--- src/rtl/ccd_acq_sequencer_pkg.sv ---
// Shared types and default constants for the CCD acquisition sequencer.
package ccd_pkg;

  typedef enum logic [2:0] {
    ST_IDLE         = 3'd0,
    ST_ARM          = 3'd1,
    ST_WAIT_SH_FALL = 3'd2,
    ST_FLUSH        = 3'd3,
    ST_SKIP         = 3'd4,
    ST_CAPTURE      = 3'd5
  } state_e;

  localparam int C_PIXELS     = 5340;
  localparam int C_DUMMY_LEAD = 64;
  localparam int C_TRIG_W     = 4;
  localparam int C_ADC_W      = 12;
  localparam int C_SAMPLE_DLY = 6;
  localparam int C_TIMEOUT    = 2000000;

endpackage

--- src/rtl/ccd_acq_sequencer_if.sv ---
// Pixel stream towards the line-buffer writer: one-entry valid/ready with line markers.
interface ccd_acq_sequencer_if #(
  parameter int ADC_W = 12
) ();
  logic [ADC_W-1:0] pix_data;
  logic             pix_valid;
  logic             pix_ready;
  logic             pix_sol;
  logic             pix_eol;

  modport master (output pix_data, pix_valid, pix_sol, pix_eol, input pix_ready);
  modport slave  (input pix_data, pix_valid, pix_sol, pix_eol, output pix_ready);
endinterface

--- src/rtl/ccd_sync_edge.sv ---
// Two-flop synchronizer plus registered rise/fall pulses; pulses lag the pin by 3 cycles.
module ccd_sync_edge (
  input  logic clk,
  input  logic rst,
  input  logic din,
  output logic rise,
  output logic fall
);
  logic [2:0] sync_q, sync_d;
  logic       rise_q, rise_d;
  logic       fall_q, fall_d;

  always_comb begin
    sync_d = {sync_q[1:0], din};
    rise_d = sync_q[1] & ~sync_q[2];
    fall_d = ~sync_q[1] & sync_q[2];
  end

  always_ff @(posedge clk or posedge rst) begin
    if (rst) begin
      sync_q <= '0;
      rise_q <= 1'b0;
      fall_q <= 1'b0;
    end else begin
      sync_q <= sync_d;
      rise_q <= rise_d;
      fall_q <= fall_d;
    end
  end

  assign rise = rise_q;
  assign fall = fall_q;
endmodule

--- src/rtl/ccd_acq_sequencer.sv ---
// Arms the TCD1500C timing generator, follows SH/SP to frame lines and streams effective pixels.
//   state        | meaning
//   IDLE         | waiting for start
//   ARM          | TRIG pulse, then wait for first SH rise
//   WAIT_SH_FALL | line boundary, wait for SH fall
//   FLUSH        | discarded line, wait for SH rise
//   SKIP         | counting leading dummy SP pulses
//   CAPTURE      | sampling ADC on each SP pulse
module ccd_acq_sequencer
  import ccd_pkg::*;
#(
  parameter int PIXELS     = C_PIXELS,
  parameter int DUMMY_LEAD = C_DUMMY_LEAD,
  parameter int ADC_W      = C_ADC_W,
  parameter int SAMPLE_DLY = C_SAMPLE_DLY,
  parameter int TIMEOUT    = C_TIMEOUT
) (
  input  logic                CLK20M,
  input  logic                RST,
  input  logic                start,
  input  logic                abort,
  input  logic [7:0]          cfg_lines,
  input  logic [3:0]          cfg_flush,
  output logic                trig,
  input  logic                ccd_sh,
  input  logic                ccd_sp,
  input  logic [ADC_W-1:0]    adc_data,
  ccd_acq_sequencer_if.master pix,
  output logic                busy,
  output logic                done,
  output logic                overrun,
  output logic                err_timeout
);
  localparam logic [12:0] PIX_LAST  = 13'(PIXELS - 1);
  localparam logic [6:0]  SKIP_LOAD = 7'(DUMMY_LEAD - 1);
  localparam logic [3:0]  DLY_LOAD  = 4'(SAMPLE_DLY);
  localparam logic [20:0] TO_LOAD   = 21'(TIMEOUT - 1);
  localparam logic [2:0]  TRIG_LAST = 3'(C_TRIG_W);

  state_e           state_q, state_d;
  logic [2:0]       trig_cnt_q, trig_cnt_d;
  logic [7:0]       lines_cfg_q, lines_cfg_d;
  logic [3:0]       flush_cnt_q, flush_cnt_d;
  logic [7:0]       line_cnt_q, line_cnt_d;
  logic [6:0]       skip_cnt_q, skip_cnt_d;
  logic [12:0]      pix_idx_q, pix_idx_d;
  logic [3:0]       dly_cnt_q, dly_cnt_d;
  logic             dly_act_q, dly_act_d;
  logic [20:0]      to_cnt_q, to_cnt_d;
  logic             pix_valid_q, pix_valid_d;
  logic [ADC_W-1:0] pix_data_q, pix_data_d;
  logic             pix_sol_q, pix_sol_d;
  logic             pix_eol_q, pix_eol_d;
  logic             done_q, done_d;
  logic             overrun_q, overrun_d;
  logic             err_q, err_d;
  logic             sample;
  logic             sh_rise, sh_fall, sp_rise, sp_fall_unused;

  ccd_sync_edge u_sync_sh (.clk(CLK20M), .rst(RST), .din(ccd_sh), .rise(sh_rise), .fall(sh_fall));
  ccd_sync_edge u_sync_sp (.clk(CLK20M), .rst(RST), .din(ccd_sp), .rise(sp_rise), .fall(sp_fall_unused));

  always_comb begin
    state_d     = state_q;
    trig_cnt_d  = trig_cnt_q;
    lines_cfg_d = lines_cfg_q;
    flush_cnt_d = flush_cnt_q;
    line_cnt_d  = line_cnt_q;
    skip_cnt_d  = skip_cnt_q;
    pix_idx_d   = pix_idx_q;
    dly_cnt_d   = dly_cnt_q;
    dly_act_d   = dly_act_q;
    to_cnt_d    = to_cnt_q;
    pix_valid_d = pix_valid_q;
    pix_data_d  = pix_data_q;
    pix_sol_d   = pix_sol_q;
    pix_eol_d   = pix_eol_q;
    done_d      = 1'b0;
    overrun_d   = overrun_q;
    err_d       = err_q;
    sample      = 1'b0;

    if (pix_valid_q && pix.pix_ready) pix_valid_d = 1'b0;

    if (dly_act_q) begin
      if (dly_cnt_q == '0) dly_act_d = 1'b0;
      else dly_cnt_d = dly_cnt_q - 4'd1;
    end

    if (state_q != ST_IDLE) begin
      if (sh_rise || sh_fall) to_cnt_d = TO_LOAD;
      else if (to_cnt_q != '0) to_cnt_d = to_cnt_q - 21'd1;
    end

    case (state_q)
      ST_IDLE: begin
        if (start && !abort) begin
          state_d     = ST_ARM;
          lines_cfg_d = cfg_lines;
          flush_cnt_d = cfg_flush;
          line_cnt_d  = '0;
          trig_cnt_d  = '0;
          pix_idx_d   = '0;
          to_cnt_d    = TO_LOAD;
          overrun_d   = 1'b0;
          err_d       = 1'b0;
        end
      end
      ST_ARM: begin
        if (trig_cnt_q != TRIG_LAST) trig_cnt_d = trig_cnt_q + 3'd1;
        else if (sh_rise) state_d = ST_WAIT_SH_FALL;
      end
      ST_WAIT_SH_FALL: begin
        if (sh_fall) begin
          if (flush_cnt_q != '0) begin
            state_d = ST_FLUSH;
          end else begin
            state_d    = ST_SKIP;
            skip_cnt_d = SKIP_LOAD;
          end
        end
      end
      ST_FLUSH: begin
        if (sh_rise) begin
          flush_cnt_d = flush_cnt_q - 4'd1;
          state_d     = ST_WAIT_SH_FALL;
        end
      end
      ST_SKIP: begin
        if (sh_rise) begin
          overrun_d = 1'b1;
          state_d   = ST_WAIT_SH_FALL;
        end else if (sp_rise) begin
          if (skip_cnt_q == '0) begin
            state_d   = ST_CAPTURE;
            pix_idx_d = '0;
          end else begin
            skip_cnt_d = skip_cnt_q - 7'd1;
          end
        end
      end
      ST_CAPTURE: begin
        // An SH rise here means the line was cut short: flag it, never count it.
        if (sh_rise) begin
          overrun_d = 1'b1;
          state_d   = ST_WAIT_SH_FALL;
        end else begin
          if (sp_rise) begin
            dly_cnt_d = DLY_LOAD;
            dly_act_d = 1'b1;
          end
          if (dly_act_q && dly_cnt_q == '0) begin
            sample    = 1'b1;
            pix_idx_d = pix_idx_q + 13'd1;
            if (pix_idx_q == PIX_LAST) begin
              pix_idx_d  = '0;
              line_cnt_d = line_cnt_q + 8'd1;
              if (lines_cfg_q != '0 && line_cnt_d == lines_cfg_q) begin
                done_d  = 1'b1;
                state_d = ST_IDLE;
              end else begin
                state_d = ST_WAIT_SH_FALL;
              end
            end
          end
        end
      end
      default: state_d = ST_IDLE;
    endcase

    if (sample) begin
      if (pix_valid_q && !pix.pix_ready) begin
        overrun_d = 1'b1;
      end else begin
        pix_valid_d = 1'b1;
        pix_data_d  = adc_data;
        pix_sol_d   = (pix_idx_q == '0);
        pix_eol_d   = (pix_idx_q == PIX_LAST);
      end
    end

    if (state_q != ST_IDLE && !sh_rise && !sh_fall && to_cnt_q == '0) begin
      err_d   = 1'b1;
      state_d = ST_IDLE;
      done_d  = 1'b0;
    end

    if (abort) begin
      state_d = ST_IDLE;
      done_d  = 1'b0;
    end

    if (state_d != ST_CAPTURE) dly_act_d = 1'b0;
  end

  always_ff @(posedge CLK20M or posedge RST) begin
    if (RST) begin
      state_q     <= ST_IDLE;
      trig_cnt_q  <= '0;
      lines_cfg_q <= '0;
      flush_cnt_q <= '0;
      line_cnt_q  <= '0;
      skip_cnt_q  <= '0;
      pix_idx_q   <= '0;
      dly_cnt_q   <= '0;
      dly_act_q   <= 1'b0;
      to_cnt_q    <= '0;
      pix_valid_q <= 1'b0;
      pix_data_q  <= '0;
      pix_sol_q   <= 1'b0;
      pix_eol_q   <= 1'b0;
      done_q      <= 1'b0;
      overrun_q   <= 1'b0;
      err_q       <= 1'b0;
    end else begin
      state_q     <= state_d;
      trig_cnt_q  <= trig_cnt_d;
      lines_cfg_q <= lines_cfg_d;
      flush_cnt_q <= flush_cnt_d;
      line_cnt_q  <= line_cnt_d;
      skip_cnt_q  <= skip_cnt_d;
      pix_idx_q   <= pix_idx_d;
      dly_cnt_q   <= dly_cnt_d;
      dly_act_q   <= dly_act_d;
      to_cnt_q    <= to_cnt_d;
      pix_valid_q <= pix_valid_d;
      pix_data_q  <= pix_data_d;
      pix_sol_q   <= pix_sol_d;
      pix_eol_q   <= pix_eol_d;
      done_q      <= done_d;
      overrun_q   <= overrun_d;
      err_q       <= err_d;
    end
  end

  assign trig          = (state_q == ST_ARM) && (trig_cnt_q != TRIG_LAST);
  assign busy          = (state_q != ST_IDLE);
  assign done          = done_q;
  assign overrun       = overrun_q;
  assign err_timeout   = err_q;
  assign pix.pix_valid = pix_valid_q;
  assign pix.pix_data  = pix_data_q;
  assign pix.pix_sol   = pix_sol_q;
  assign pix.pix_eol   = pix_eol_q;
endmodule

--- src/flat_wrapper.sv ---
// flat-port wrapper written by rule: the top's interface ports become plain ports
module ccd_acq_sequencer_flat import ccd_pkg::*;
#(
  parameter int PIXELS     = C_PIXELS,
  parameter int DUMMY_LEAD = C_DUMMY_LEAD,
  parameter int ADC_W      = C_ADC_W,
  parameter int SAMPLE_DLY = C_SAMPLE_DLY,
  parameter int TIMEOUT    = C_TIMEOUT
)
  (CLK20M, RST, start, abort, cfg_lines, cfg_flush, trig, ccd_sh, ccd_sp, adc_data, busy, done, overrun, err_timeout, pix_pix_data, pix_pix_valid, pix_pix_sol, pix_pix_eol, pix_pix_ready);
  ccd_acq_sequencer_if #(.ADC_W(ADC_W)) pix_i ();
  input  logic CLK20M;
  input  logic RST;
  input  logic start;
  input  logic abort;
  input  logic [7:0] cfg_lines;
  input  logic [3:0] cfg_flush;
  output logic trig;
  input  logic ccd_sh;
  input  logic ccd_sp;
  input  logic [ADC_W-1:0] adc_data;
  output logic busy;
  output logic done;
  output logic overrun;
  output logic err_timeout;
  output wire logic [$bits(pix_i.pix_data)-1:0] pix_pix_data;
  output wire logic [$bits(pix_i.pix_valid)-1:0] pix_pix_valid;
  output wire logic [$bits(pix_i.pix_sol)-1:0] pix_pix_sol;
  output wire logic [$bits(pix_i.pix_eol)-1:0] pix_pix_eol;
  input wire logic [$bits(pix_i.pix_ready)-1:0] pix_pix_ready;
  assign pix_pix_data = pix_i.pix_data;
  assign pix_pix_valid = pix_i.pix_valid;
  assign pix_pix_sol = pix_i.pix_sol;
  assign pix_pix_eol = pix_i.pix_eol;
  assign pix_i.pix_ready = pix_pix_ready;
  ccd_acq_sequencer #(.PIXELS(PIXELS), .DUMMY_LEAD(DUMMY_LEAD), .ADC_W(ADC_W), .SAMPLE_DLY(SAMPLE_DLY), .TIMEOUT(TIMEOUT)) u_core (.CLK20M(CLK20M), .RST(RST), .start(start), .abort(abort), .cfg_lines(cfg_lines), .cfg_flush(cfg_flush), .trig(trig), .ccd_sh(ccd_sh), .ccd_sp(ccd_sp), .adc_data(adc_data), .pix(pix_i), .busy(busy), .done(done), .overrun(overrun), .err_timeout(err_timeout));
endmodule
--- config.mk ---
export PLATFORM = sky130hd
export DESIGN_NAME = ccd_acq_sequencer_flat
export DESIGN_NICKNAME = d
export VERILOG_FILES = /design/src/rtl/ccd_acq_sequencer_pkg.sv /design/src/rtl/ccd_acq_sequencer_if.sv /design/src/rtl/ccd_sync_edge.sv /design/src/rtl/ccd_acq_sequencer.sv /design/src/flat_wrapper.sv
export SDC_FILE = /design/constraint.sdc
export NUM_CORES = 1
export LEC_CHECK = 0
export CAP_MARGIN = 5
export CORE_MARGIN = 2
export CORE_UTILIZATION = 48
export CTS_CLUSTER_DIAMETER = 30
export DETAILED_ROUTE_END_ITERATION = 10
export HOLD_SLACK_MARGIN = 0.08
export PLACE_DENSITY = 0.72
export SLEW_MARGIN = 20
export SYNTH_ARGS = -nofsm -noshare
export SYNTH_HDL_FRONTEND = slang
export SYNTH_HIERARCHICAL = 1
export SYNTH_SLANG_ARGS = --single-unit
--- constraint.sdc ---
create_clock -name CLK20M -period 3.21 [get_ports CLK20M]
set_input_delay 0.642 -clock CLK20M [delete_from_list [all_inputs] [get_ports CLK20M]]
set_output_delay 0.642 -clock CLK20M [all_outputs]
set_load 0.02 [all_outputs]
==> metrics.cfg, run 1 <==
[critical_path]
critical_path_required_ns = 2.57
crit_start = u_core/state_q[0]
r2r-start = u_core/to_cnt_q[0]
cp-end-kind = output pin
worstSetupPathType = flop to output pin
cp-start-kind = flop
cp.arrival_ns = 2.35
critical_path.max_fanout = 17
reg2reg_slack_ns = 0.60

[clock_network]
cts-buffers-inserted = 9
cts_resized = 0
clock_sinks = 99
cts_tree = done
cts.reportedPaths.clkPinSlew_ns = 0.09
clk_latency_ns = 0.39
post_cts_buffers = 0
clockBufferDepth = 2
clock_tree.root_cell = clkbuf_8
htree_levels = 3
hold_buffers = 0

[die]
die_area_um2 = 11600
num_rows = 37
die_w_um = 108
boundaryPins = 51
die_y_um = 108
start_util = 0.498
core_region_area_um2 = 10400

[logic_synthesis]
syn_avg_cell_area_um2 = 9.19
syn_nets = 606
syn-cell-area_um2 = 5180
synth_cells = 564
yosysWarnings = 6

[layout]
final_cells = 754
antenna_cells = 0
final_util = 0.578
drive_gt1_frac = 0.0841
stdcell_area_um2 = 6030
nets = 655
area_growth_pct = 16.3

[worst_hold_path]
hp-class = flop to flop
min-delay-start = u_core/u_sync_sp/sync_q[0]

[placement]
dp_cells = 738
post-place-ws_ns = 0.541
port_buffers = 50
hpwlAfterDp_um = 8450
placement.cell_area_um2 = 5850
globalplace.congestion = 0.859

[global_route]
grt_max_degree = 40
track_usage = 0.220
grt_pass1_vias = 4232
overflow = 0
grt_pass1_wl_um = 20200
antenna_found_initial = 0

[drt]
routed_via_density = 5.86
via_count = 4418
drt_iter0_markers = 257
drc_errors = 0
wire_per_inst_um = 15.6
drtPass1Iterations = 4
routed_wl_um = 11800
final_antenna_net_count = 0

[pwr]
vdd_ir_drop_max_uv = 292
leakage_nw = 2.49
power_density_nw_per_um2 = 435
power_mw = 2.62

[sta]
slew_headroom = 0.283
drv_slew = 0
fmax_mhz = 334
post-route-period-util = 0.932
setup_violations = 0
finalCriticalPeriod_ns = 2.99
finalSetupTns_ns = 0
rsz0062_at_grt = no
hold_viol_final = 0
worst_pin_slew_ns = 1.07
skew_ns = 0.00814
hold_slack_ns = 0.361
postLayoutSetupSlackWorst_ns = 0.217

[status]
run_status = finished, final reports clean

[job]
drv_cap = 0

## path summary, 6_finish.rpt
check                                        endpoint  cells after the start
setup / recovery                                 trig                      4
hold / removal             u_core/u_sync_sp/sync_q[1]                      0
setup reg to reg                  u_core/to_cnt_q[17]                      8
hold reg to reg            u_core/u_sync_sp/sync_q[1]                      0
max in group asynchronous        u_core/pix.pix_valid                      3
min in group asynchronous  u_core/u_sync_sp/sync_q[0]                      2
## layer usage
metal,global-route usage,share of wire,vias up
met4,0.0778,0.015,0
met1,0.300,0.45,2188
met5,0,0,-
met2,0.350,0.49,105
met3,0.0478,0.045,17
li1,-,-,2108
## flip-flops by register name, summed over array words and instances (netlist names), 3 cells and up
signal	count
u_core/trig_cnt_q	3
u_core/state_q	3
u_core/dly_cnt_q	4
u_core/pix.pix_data	12
u_core/skip_cnt_q	7
u_core/u_sync_sp/sync_q	3
u_core/line_cnt_q	8
u_core/flush_cnt_q	4
u_core/pix_idx_q	13
u_core/u_sync_sh/sync_q	3
u_core/lines_cfg_q	8
u_core/to_cnt_q	21
## layout by cell type (no fill, tap or decap), drive strengths merged, types with 11 or more instances in the layout
cell type,instances
o21ai,43
nor2b,11
nor3,24
nor2,45
ha,11
inv,24
buf,11
nand2,82
a21oi,22
dfrtp,99
clkdlybuf4s50,50
nand3,27
mux2,15
xor2,14
## where the power goes
group	switching [mW]	internal, mW
clock	0.451	0.303
sequential	0.102	1.33
combinational	0.235	0.202
## critical path, stage by stage, from the launching register on
cell,delay [ns]
dfrtp_1,0.68
inv_1,0.18
a2111oi_1,0.30
buf_4,0.20
clkdlybuf4s50_1,0.60
## cell type report
class                      count  area (µm²)
clock buffer                  10         138
clock inverter                 6        40.0
fill                         941        4390
inverter                      24        91.3
multi-input combinational    418        2530
sequential                    99        2480
tap                          136         170
timing repair buffer          61         583
(Power assumes the default switching activity.)
==> run 2: changes to the inputs <==
CORE_ASPECT_RATIO = 0.9   (was unset)
==> metrics.cfg, run 2 (synthesized netlist as in run 1, its figures left out) <==
[critical_path]
r2r_cells = 8
r2r-end = u_core/to_cnt_q[19]
r2r-start = u_core/to_cnt_q[0]
cp-endpoint = trig
cpLargestDelayFamily = buffers and inverters
path_cells = inv_1 > a2111oi_1 > buf_4 > clkdlybuf4s50_1
cpPeakStageDelay_ns = 0.66
critPathBufInv = 3
crit_start = u_core/state_q[0]
cpMaxStageDelayCell = dfrtp_1
critical_path_required_ns = 2.57
cp.arrival_ns = 2.30
path_depth = 4
cp-end-kind = output pin
reg2reg_slack_ns = 0.60
cp-start-kind = flop
critical_path.max_fanout = 17
worstSetupPathType = flop to output pin

[global_route]
grt_max_degree = 48
track_usage = 0.220
antenna_found_initial = 0
grt_pass1_vias = 4260
gr-max-usage-layer = met2
grt_util_met1 = 0.296
use_met2 = 0.356
overflow = 0
use_met3 = 0.0600
grt_pass1_wl_um = 20300

[layout]
final_cell_mix = dfrtp_1 (99), nand2_1 (82), clkdlybuf4s50_1 (50)
largest_reg_flops = 21
area_growth_pct = 18.0
layout_commonest_cell = dfrtp_1
antenna_cells = 0
drive_gt1_frac = 0.0810
largest-register = u_core/to_cnt_q
nets = 654

[clock_network]
clockBufferDepth = 2
cts-buffers-inserted = 9
cts_resized = 0
hold_buffers = 0
clk_latency_ns = 0.35
clock_sinks = 99
htree_levels = 3
post_cts_buffers = 0
cts.reportedPaths.clkPinSlew_ns = 0.06
cts_tree = done
clock_tree.root_cell = clkbuf_16

[pwr]
combPwrFrac = 0.153
p_int_mw = 2.06
swShare = 0.282
leakage_nw = 2.53
vdd_ir_drop_max_uv = 278
p_switching_mw = 0.810
pwr-share-seq = 0.499
p_clk_frac = 0.348
power_density_nw_per_um2 = 470

[sta]
slew_headroom = 0.241
post-route-period-util = 0.917
hold_slack_ns = 0.352
worst_pin_slew_ns = 1.13
drv_slew = 0
fmax_mhz = 340
skew_ns = 0.00837
setup_violations = 0
finalSetupTns_ns = 0
hold_viol_final = 0
rsz0062_at_grt = no
finalCriticalPeriod_ns = 2.94

[drt]
final_antenna_net_count = 0
drt_iter0_markers = 317
routed_via_density = 5.84
drc_errors = 0
wire_per_inst_um = 15.9
drtPass1Iterations = 4
routed_wl_um = 11900
via_count = 4353

[worst_hold_path]
hp-class = flop to flop
min-delay-start = u_core/u_sync_sh/sync_q[0]

[status]
run_status = finished, final reports clean

[die]
die_y_um = 103
die_w_um = 114
core_region_area_um2 = 10400
start_util = 0.499
num_rows = 35
die_area_um2 = 11600
boundaryPins = 51

[job]
drv_cap = 0

[placement]
hpwlAfterDp_um = 8450
port_buffers = 50
globalplace.congestion = 0.908

## run 2: final cells by class
cell class / instances / area, µm²
Fill cell: 901 / 4260
Tap cell: 129 / 161
Sequential cell: 99 / 2480
Inverter: 24 / 91.3
Clock inverter: 6 / 41.3
Clock buffer: 10 / 229
Multi-Input combinational cell: 418 / 2530
Timing Repair Buffer: 60 / 588
## run 2: layer usage
layer | wire [µm] | vias up
met5 | 0 | -
met4 | 191 | 0
met3 | 570 | 14
met2 | 5630 | 91
met1 | 5480 | 2135
li1 | - | 2113
## run 2: worst min path at each step
stage,to,slack [ns],cells after the start
after global routing,u_core/u_sync_sh/sync_q[1],0.36,0
after detailed placement,u_core/u_sync_sh/sync_q[1],0.34,0
after global placement,u_core/u_sync_sh/sync_q[1],0.33,0
final,u_core/u_sync_sh/sync_q[1],0.35,0
after floorplan,u_core/u_sync_sh/sync_q[1],0.33,0
after CTS,u_core/u_sync_sh/sync_q[1],0.35,0
## run 2: worst register-to-register path, cell delays in order (launching register included)
cell and delay [ns]:
dfrtp_1 0.42, inv_1 0.10, ha_1 0.14, or4b_1 0.48, nor3_1 0.37, a31oi_1 0.45, nand4b_1 0.29, xor2_1 0.16
nand2_1 0.06
## run 2: stage by stage
stage | util | cell area (µm²) | std cells | setup slack (ns) | power (mW)
final | 0.589 | 6110 | 746 | 0.266 | 2.87
after global routing | 0.589 | 6110 | 746 | 0.0936 | 3.03
after CTS | 0.589 | 6110 | 746 | 0.245 | 2.91
after detailed placement | 0.563 | 5840 | 730 | 0.640 | 1.89
after global placement | 0.563 | 5840 | 730 | 0.694 | 1.87
after floorplan | - | 5180 | 564 | 0.233 | 1.73
## run 2: power by group through the flow
stage	clock network [mW]	logic (mW)	registers [mW]
5_1_grt	1.09	0.492	1.45
3_5_place_dp	0	0.437	1.46
2_1_floorplan	0	0.299	1.43
4_1_cts	1.03	0.441	1.43
6_report	0.999	0.438	1.43
3_3_place_gp	0	0.422	1.45
